`src/rtl/irq_pkg.sv`:
```
// Shared types and constants for the interrupt/exception sequencer:
// FSM states, config register map, cause layout and default vectors.
package irq_pkg;

  typedef enum logic [1:0] {
    S_IDLE   = 2'd0,
    S_FLUSH  = 2'd1,
    S_VECTOR = 2'd2,
    S_KERNEL = 2'd3
  } irq_state_e;

  localparam logic [1:0] ADDR_PENDING = 2'd0;
  localparam logic [1:0] ADDR_MASK    = 2'd1;
  localparam logic [1:0] ADDR_CAUSE   = 2'd2;
  localparam logic [1:0] ADDR_EPC     = 2'd3;

  localparam int unsigned CAUSE_EXC_BIT = 31;
  localparam int unsigned CAUSE_CODE_W  = 3;
  localparam int unsigned MASK_GIE_BIT  = 31;

  localparam logic [31:0] INT_VEC_DEFAULT = 32'h8000_0004;
  localparam logic [31:0] EXC_VEC_DEFAULT = 32'h8000_0008;

endpackage

```
`src/rtl/irq_ctrl_prio_enc.sv`:
```
// Fixed-priority encoder: reports the lowest set request index,
// so source 0 always wins.
module prio_enc #(
  parameter int unsigned N  = 4,
  parameter int unsigned IW = 2
) (
  input  logic [N-1:0]  req_i,
  output logic          valid_o,
  output logic [IW-1:0] idx_o
);

  // Scanning from the top down lets the lowest index overwrite the result last.
  always_comb begin
    valid_o = 1'b0;
    idx_o   = '0;
    for (int i = int'(N) - 1; i >= 0; i--) begin
      if (req_i[i]) begin
        valid_o = 1'b1;
        idx_o   = IW'(i);
      end
    end
  end

endmodule

```
`src/rtl/irq_ctrl.sv`:
```
// Interrupt/exception sequencer for the 5-stage MIPS pipeline: latches and
// prioritises events, drives flush, vector load and kernel-mode tracking.
module irq_ctrl
  import irq_pkg::*;
#(
  parameter int unsigned NUM_SRC      = 4,
  parameter int unsigned FLUSH_CYCLES = 3,
  parameter logic [31:0] INT_VEC      = INT_VEC_DEFAULT,
  parameter logic [31:0] EXC_VEC      = EXC_VEC_DEFAULT
) (
  input  logic               clk,
  input  logic               reset,
  input  logic [NUM_SRC-1:0] irq_src,
  input  logic               exc_req,
  input  logic [2:0]         exc_code,
  input  logic [31:0]        epc_in,
  input  logic               stall,
  input  logic               eret,
  input  logic               cfg_we,
  input  logic [1:0]         cfg_addr,
  input  logic [31:0]        cfg_wdata,
  output logic [31:0]        cfg_rdata,
  output logic               flush,
  output logic               vector_valid,
  output logic [31:0]        vector_pc,
  output logic               kernel_mode,
  output logic               double_fault
);

  localparam int unsigned IDX_W = (NUM_SRC > 1) ? $clog2(NUM_SRC) : 1;
  localparam int unsigned CNT_W = (FLUSH_CYCLES > 1) ? $clog2(FLUSH_CYCLES) : 1;

  irq_state_e         state_q, state_d;
  logic [CNT_W-1:0]   flushCnt_q, flushCnt_d;
  logic [NUM_SRC-1:0] irqPrev_q;
  logic [NUM_SRC-1:0] pending_q, pending_d;
  logic [NUM_SRC-1:0] enable_q, enable_d;
  logic               gie_q, gie_d;
  logic               excPend_q, excPend_d;
  logic [2:0]         excCode_q, excCode_d;
  logic [31:0]        cause_q, cause_d;
  logic [31:0]        epc_q, epc_d;
  logic [31:0]        vectorPc_q, vectorPc_d;
  logic               doubleFault_q, doubleFault_d;

  logic [NUM_SRC-1:0] irqRise;
  logic [NUM_SRC-1:0] enabledPend;
  logic               irqValid;
  logic [IDX_W-1:0]   irqIdx;
  logic               inKernel;
  logic               excNow;
  logic               excAvail;
  logic [2:0]         excCodeNow;
  logic               canTake;
  logic               takeExc;
  logic               takeIrq;
  logic               cfgWrPending;
  logic               cfgWrMask;
  logic               unused_wdata;

  assign irqRise      = irq_src & ~irqPrev_q;
  assign inKernel     = (state_q == S_KERNEL);
  assign excNow       = exc_req && !inKernel;
  // A fresh exc_req is takeable in the same cycle, before it reaches the latch.
  assign excAvail     = excPend_q || excNow;
  assign excCodeNow   = excNow ? exc_code : excCode_q;
  assign enabledPend  = gie_q ? (pending_q & enable_q) : '0;
  assign canTake      = (state_q == S_IDLE) && !stall;
  assign takeExc      = canTake && excAvail;
  assign takeIrq      = canTake && !excAvail && irqValid;
  assign cfgWrPending = cfg_we && (cfg_addr == ADDR_PENDING);
  assign cfgWrMask    = cfg_we && (cfg_addr == ADDR_MASK);
  assign unused_wdata = ^cfg_wdata[30:NUM_SRC];

  prio_enc #(
    .N  (NUM_SRC),
    .IW (IDX_W)
  ) u_prio_enc (
    .req_i   (enabledPend),
    .valid_o (irqValid),
    .idx_o   (irqIdx)
  );

  always_comb begin
    pending_d = pending_q;
    if (cfgWrPending) begin
      pending_d = pending_d & ~cfg_wdata[NUM_SRC-1:0];
    end
    if (takeIrq) begin
      pending_d[irqIdx] = 1'b0;
    end
    // New edges are applied last so they survive a simultaneous clear.
    pending_d = pending_d | irqRise;

    gie_d    = gie_q;
    enable_d = enable_q;
    if (cfgWrMask) begin
      gie_d    = cfg_wdata[MASK_GIE_BIT];
      enable_d = cfg_wdata[NUM_SRC-1:0];
    end

    excPend_d     = excPend_q;
    excCode_d     = excCode_q;
    doubleFault_d = doubleFault_q;
    if (excNow) begin
      excPend_d = 1'b1;
      excCode_d = exc_code;
    end
    if (exc_req && inKernel) begin
      doubleFault_d = 1'b1;
    end
    if (takeExc) begin
      excPend_d = 1'b0;
    end

    cause_d = cause_q;
    epc_d   = epc_q;
    if (takeExc) begin
      cause_d                      = '0;
      cause_d[CAUSE_EXC_BIT]       = 1'b1;
      cause_d[CAUSE_CODE_W-1:0]    = excCodeNow;
      epc_d                        = epc_in;
    end else if (takeIrq) begin
      cause_d                      = '0;
      cause_d[CAUSE_CODE_W-1:0]    = CAUSE_CODE_W'(irqIdx);
      epc_d                        = epc_in;
    end
  end

  // vector_pc only changes on entry to VECTOR so it is stable everywhere else.
  always_comb begin
    state_d    = state_q;
    flushCnt_d = flushCnt_q;
    vectorPc_d = vectorPc_q;
    case (state_q)
      S_IDLE: begin
        if (takeExc || takeIrq) begin
          state_d    = S_FLUSH;
          flushCnt_d = CNT_W'(FLUSH_CYCLES - 1);
        end
      end
      S_FLUSH: begin
        if (flushCnt_q == '0) begin
          state_d    = S_VECTOR;
          vectorPc_d = cause_q[CAUSE_EXC_BIT] ? EXC_VEC : INT_VEC;
        end else begin
          flushCnt_d = flushCnt_q - CNT_W'(1);
        end
      end
      S_VECTOR: state_d = S_KERNEL;
      S_KERNEL: begin
        if (eret) begin
          state_d = S_IDLE;
        end
      end
      default: state_d = S_IDLE;
    endcase
  end

  always_ff @(posedge clk or posedge reset) begin
    if (reset) begin
      state_q       <= S_IDLE;
      flushCnt_q    <= '0;
      irqPrev_q     <= '0;
      pending_q     <= '0;
      enable_q      <= '0;
      gie_q         <= 1'b0;
      excPend_q     <= 1'b0;
      excCode_q     <= '0;
      cause_q       <= '0;
      epc_q         <= '0;
      vectorPc_q    <= '0;
      doubleFault_q <= 1'b0;
    end else begin
      state_q       <= state_d;
      flushCnt_q    <= flushCnt_d;
      irqPrev_q     <= irq_src;
      pending_q     <= pending_d;
      enable_q      <= enable_d;
      gie_q         <= gie_d;
      excPend_q     <= excPend_d;
      excCode_q     <= excCode_d;
      cause_q       <= cause_d;
      epc_q         <= epc_d;
      vectorPc_q    <= vectorPc_d;
      doubleFault_q <= doubleFault_d;
    end
  end

  always_comb begin
    cfg_rdata = '0;
    case (cfg_addr)
      ADDR_PENDING: cfg_rdata[NUM_SRC-1:0] = pending_q;
      ADDR_MASK: begin
        cfg_rdata[MASK_GIE_BIT]  = gie_q;
        cfg_rdata[NUM_SRC-1:0]   = enable_q;
      end
      ADDR_CAUSE: cfg_rdata = cause_q;
      ADDR_EPC:   cfg_rdata = epc_q;
      default:    cfg_rdata = '0;
    endcase
  end

  assign flush        = (state_q == S_FLUSH);
  assign vector_valid = (state_q == S_VECTOR);
  assign kernel_mode  = (state_q == S_VECTOR) || (state_q == S_KERNEL);
  assign vector_pc    = vectorPc_q;
  assign double_fault = doubleFault_q;

endmodule

```
`config.mk`:
```
export PLATFORM = sky130hd
export DESIGN_NAME = irq_ctrl
export DESIGN_NICKNAME = d
export VERILOG_FILES = /design/src/rtl/irq_pkg.sv /design/src/rtl/irq_ctrl_prio_enc.sv /design/src/rtl/irq_ctrl.sv
export SDC_FILE = /design/constraint.sdc
export NUM_CORES = 1
export LEC_CHECK = 0
export ABC_AREA = 1
export BUFFER_PORTS_ARGS = -buffer_cell sky130_fd_sc_hd__buf_2
export CAP_MARGIN = 20
export CORE_MARGIN = 4
export CORE_UTILIZATION = 35
export DETAILED_ROUTE_END_ITERATION = 10
export REMOVE_ABC_BUFFERS = 1
export SYNTH_ARGS = -nofsm -noshare
export SYNTH_HDL_FRONTEND = slang
export SYNTH_SLANG_ARGS = --single-unit
```
`constraint.sdc`:
```
create_clock -name clk -period 2.4 [get_ports clk]
set_input_delay 0.6 -clock clk [delete_from_list [all_inputs] [get_ports clk]]
set_output_delay 0.6 -clock clk [all_outputs]
set_load 0.005 [all_outputs]
```
==> results of run 1 <==
-- report_power, final --
group	total, W	internal [W]	switching [W]
Sequential	0.00158	0.00143	0.000156
Combinational	0.00155	0.000623	0.000926
Clock	0.00106	0.000664	0.000394
-- layout make-up --
type                    count  area, um2
flip-flops and latches     61       1530
clock inverters             3       67.6
clock buffers              12        165
well taps                 108        135
fillers                   869       4900
inverters                  57        216
repair buffers             96        520
multi-input cells         241       1230
-- final timing paths --
path / depth (start not counted) / to
worst max-delay path: 4 / kernel_mode
worst min-delay path: 2 / epc_q[16]
worst max register to register: 11 / epc_q[24]
worst min register to register: 1 / pending_q[2]
max in group asynchronous: 3 / cause_q[1]
min in group clk: 1 / irqPrev_q[2]
-- registers in the layout, indices dropped and copies added, names as in the netlist --
signal	cells
vector_pc	3
cause_q	4
epc_q	32
excCode_q	3
flushCnt_q	2
state_q	2
irqPrev_q	4
gie_q	1
enable_q	4
double_fault	1
excPend_q	1
pending_q	4
-- logic make-up after synthesis --
kind of cell	count (synthesis)
adder cells (fa/ha/maj)	6
buffers and inverters	97
flip-flops	61
multiplexers	3
other	1
AO/OA/AOI/OAI	56
AND/OR/NAND/NOR	147
-- stage by stage --
step	utilization (%)	setup slack [ps]	area (um2)	total power, W
3_5_place_dp	41.4	408	3630	0.00317
4_1_cts	44.1	315	3860	0.00427
5_1_grt	44.1	227	3860	0.00456
3_3_place_gp	41.4	396	3630	0.00312
6_report	44.1	348	3860	0.00419
2_1_floorplan	-	287	2980	0.00268
-- synthesized netlist by cell type, types with 2 or more instances --
master / count
inv_2: 5
o22ai_1: 4
mux2_2: 3
or2_2: 3
nand2_4: 3
buf_4: 30
ha_1: 6
dfrtp_1: 61
o21ai_0: 11
o2111ai_1: 3
inv_1: 51
nand2_1: 83
o21ai_1: 15
buf_8: 2
nor2_1: 34
nor2_2: 2
nand3_1: 18
o21ai_2: 19
buf_6: 3
clkbuf_1: 4
-- cells in the final DEF (no fill, tap or decap), drive strengths merged, types with 2 or more instances in the layout --
cell type  netlist  layout
inv             57      57
nand2           86      86
mux2             3       3
o22ai            4       4
nor2            38      38
o2111ai          3       3
dfrtp           61      61
clkbuf           4      12
conb             1      29
o21ai           45      45
ha               6       6
buf             36      96
nand3           19      19
or2              3       3
bufinv           0       2
-- per-layer routing --
| metal | track usage (%) | part of all wire (%) |
|---|---|---|
| met1 | 16.3 | 46 |
| met2 | 21.3 | 45 |
| met3 | 3.02 | 8.2 |
| met4 | 5.68 | 1.1 |
| met5 | 0 | 0 |
-- worst max-delay path, stage by stage (launching register included) --
cell and delay [ps]:
dfrtp_1 400, inv_1 100, ha_1 230, or2_2 270
buf_2 130
==> flow_summary.ini, run 1 <==
[run_status]
outcome = finished, final reports clean

[synth]
seq_area_frac_synth_pct = 48.0
synth_compound_area_share_pct = 11.8
synth_enable_flop_cells = 0
synthArstFlopShare_pct = 100
synth_ff_type = dfrtp_1
ys_ff_latch = 61
syn_area_per_cell_um2 = 8.57
yosysTopAreaCellShare_pct = 48.0
synthSimpleGateAreaFrac_pct = 20.2
synthAdderAreaFrac_pct = 2.36
muxShareOfSynthArea_pct = 1.06
ys_types = 31
yosys.area.top_type = dfrtp_1
synthTopCellsByArea = dfrtp_1 (48%), nand2_1 (9.8%), buf_4 (7.1%), inv_1 (6.0%), o21ai_2 (5.2%)
synth_xor_area_share_pct = 0
syn_inst = 371
yosys_warnings = 0
netlist_area_um2 = 3180
synth_top_family_by_area = simple AND/OR/NAND/NOR gates

[power_and_ir_drop]
p_leak_nw = 2.09
p_per_area_nw_per_um2 = 1080
ir_drop_uv = 440

[floorplanning]
rows = 34
fp.dieW_um = 103
die_area_um2 = 10700
pin_count = 147
die_height_um = 103
core_um2 = 8760
start_util_pct = 36.3

[timing]
finalCritPeriodShare_pct = 85.5
period_needed_ps = 2050
rsz0062_at_grt = no
setup_violations = 0
report.final.hold_viol_count = 0
slew_viol_final = 0
fmax_mhz = 487
finClkSkew_ps = 6.03
worstMarginPinSlew_ps = 599
relSlewSlack_pct = 60.0
finalSetupTns_ps = 0
hold_ws_ps = 327

[setup_path]
rr_startpoint = state_q[0]
end_kind = output pin
start_kind = register
rrSetupSlack_ps = 450
cp.arrival_ps = 1450
required_ps = 1800
cp_max_fo = 4
cp-startpoint = state_q[0]
crit_type = register to output pin

[clocking]
cts-resized-gates = 0
clock_latency_ps = 330
cts_tree = yes
clk_pin_slew_ps = 70
ctsHoldBuffers = 0
cts.sinks = 61
cts_root_buffer = clkbuf_8
clockBufferDepth = 2
post_cts_buffers = 0
numCtsBuffers = 9
cts_max_level = 3

[global_routing]
grt-ovfl-total = 0
grt_max_degree = 30
antenna_found_initial = 0
track_usage_pct = 12.9
grt_pass1_vias = 2321
grt_pass1_wl_um = 10600

[finish]
final_cells = 578
layout-area-overhead-vs-synth_pct = 21.5
n_antenna_cell = 0
nets = 551
layout-drive-gt1-share_pct = 32.1

[detailed_routing]
wl_um = 6830
route.detailed.drc = 0
dr.pass1.iters = 4
wire_per_inst_um = 11.8
ant_nets = 0
drtIter0Drc = 92
vias = 2503
via_per_inst = 4.33

[placed_design]
place_congestion = 0.752
io_buffers = 90
place_hpwl_um = 5240
dp_cells = 563

[worst_hold_path]
holdCritPathClass = primary input to asynchronous set/reset pin

[job]
maxCapViolCount = 0
No activity file was read; power rests on OpenSTA's default activity.
==> run 2, diff against run 1 <==
Settings changed: REMOVE_ABC_BUFFERS 1 to not set.
==> flow_summary.ini, run 2 (same netlist as run 1, synthesis figures left out) <==
[setup_path]
cp-startpoint = cfg_addr[1]
crit_end = cfg_rdata[1]
cp.arrival_ps = 1530
cp_max_fo = 8
required_ps = 1800
start_kind = primary input
rrSetupSlack_ps = 470
crit-reg2reg-capture = cause_q[2]
end_kind = output pin
rr_startpoint = state_q[0]
worstRegToRegCells = 12
crit_type = primary input to output pin

[detailed_routing]
via_per_inst = 4.34
ant_nets = 0
route.detailed.drc = 0
dr.pass1.iters = 4
wl_um = 6500
wire_per_inst_um = 11.3
vias = 2489
drtIter0Drc = 66

[global_routing]
grt_pass1_vias = 2310
antenna_found_initial = 0
track_usage_pct = 12.7
grt-ovfl-total = 0
grt_pass1_wl_um = 10400
grt_max_degree = 67

[clocking]
cts_max_level = 3
numCtsBuffers = 9
clockBufferDepth = 2
cts.sinks = 61
cts_root_buffer = clkbuf_8
ctsHoldBuffers = 0
cts_tree = yes
clk_pin_slew_ps = 60
post_cts_buffers = 0
clock_latency_ps = 330
cts-resized-gates = 0

[timing]
finClkSkew_ps = 12.9
fmax_mhz = 471
period_needed_ps = 2130
report.final.hold_viol_count = 0
slew_viol_final = 0
finalSetupTns_ps = 0
finalCritPeriodShare_pct = 88.6
setup_violations = 0
rsz0062_at_grt = no
hold_ws_ps = 285

[floorplanning]
rows = 34
core_um2 = 8760
fp.dieW_um = 103
start_util_pct = 36.3
pin_count = 147
die_height_um = 103
die_area_um2 = 10700

[power_and_ir_drop]
p_leak_nw = 2.06
p_per_area_nw_per_um2 = 1030
ir_drop_uv = 482

[finish]
regMostFlops = epc_q
final_cells = 574
layout-drive-gt1-share_pct = 31.3
fill_cells = 917
fin_area_um2 = 3790
n_antenna_cell = 0
layout-area-overhead-vs-synth_pct = 19.1
final_common_cell = buf_2
nets = 548
mostFrequentLayoutCells = buf_2 (90), nand2_1 (83), dfrtp_1 (61), inv_1 (50), nor2_1 (34)
largest_reg_flops = 32

[job]
maxCapViolCount = 0

[placed_design]
place_hpwl_um = 4930
place_congestion = 0.769
dp_cells = 560
io_buffers = 90
placed_area_um2 = 3620

[worst_hold_path]
holdCritPathClass = primary input to asynchronous set/reset pin

[run_status]
outcome = finished, final reports clean
-- run 2: changes by cell type in the layout (fill, tap and decap cells not counted), sizes merged --
cell,delta
buf,-3
bufinv,-2
clkinvlp,-1
clkinv,+2
-- run 2: layout make-up --
| type | instances | area (um2) | area share [%] |
|---|---|---|---|
| sequential | 61 | 1530 | 40.3 |
| multi-input combinational | 241 | 1230 | 32.6 |
| timing repair buffer | 93 | 510 | 13.5 |
| inverter | 57 | 216 | 5.72 |
| clock buffer | 12 | 155 | 4.10 |
| tap | 108 | 135 | 3.57 |
| clock inverter | 2 | 10.0 | 0.264 |
-- run 2: per-stage QoR --
step	util, %	total power, W	setup slack, ps
floorplan	-	0.00281	287
global placement	41.3	0.00309	282
detailed placement	41.3	0.00315	260
CTS	43.2	0.00395	252
global route	43.2	0.00426	180
finish	43.2	0.00388	275
-- run 2: power breakdown --
part / leakage (nW) / switching [W] / internal (W)
clock network: 0.0881 / 0.000366 / 0.000416
registers: 0.730 / 0.000152 / 0.00143
logic: 1.24 / 0.000913 / 0.000610
-- run 2: worst min path at each step --
stage | from | end | slack [ps] | depth (start not counted)
6_report | reset | vector_pc[31] | 280 | 2
5_1_grt | reset | vector_pc[31] | 310 | 2
4_1_cts | reset | vector_pc[31] | 280 | 2
3_5_place_dp | irqPrev_q[3] | pending_q[3] | 410 | 1
3_3_place_gp | irqPrev_q[3] | pending_q[3] | 400 | 1
2_1_floorplan | irqPrev_q[3] | pending_q[3] | 400 | 1
-- run 2: per-layer routing --
metal / global-route usage, % / routed length [um] / vias up
met5: 0 / 0 / -
met4: 5.08 / 100 / 0
met3: 3.76 / 614 / 9
met2: 20.8 / 2960 / 103
met1: 15.7 / 2830 / 1101
li1: - / - / 1276
-- run 2: worst max-delay path, cell delays in order --
cell and delay [ps]:
buf_2 160, nand2_1 260, o2111ai_1 340, buf_2 170
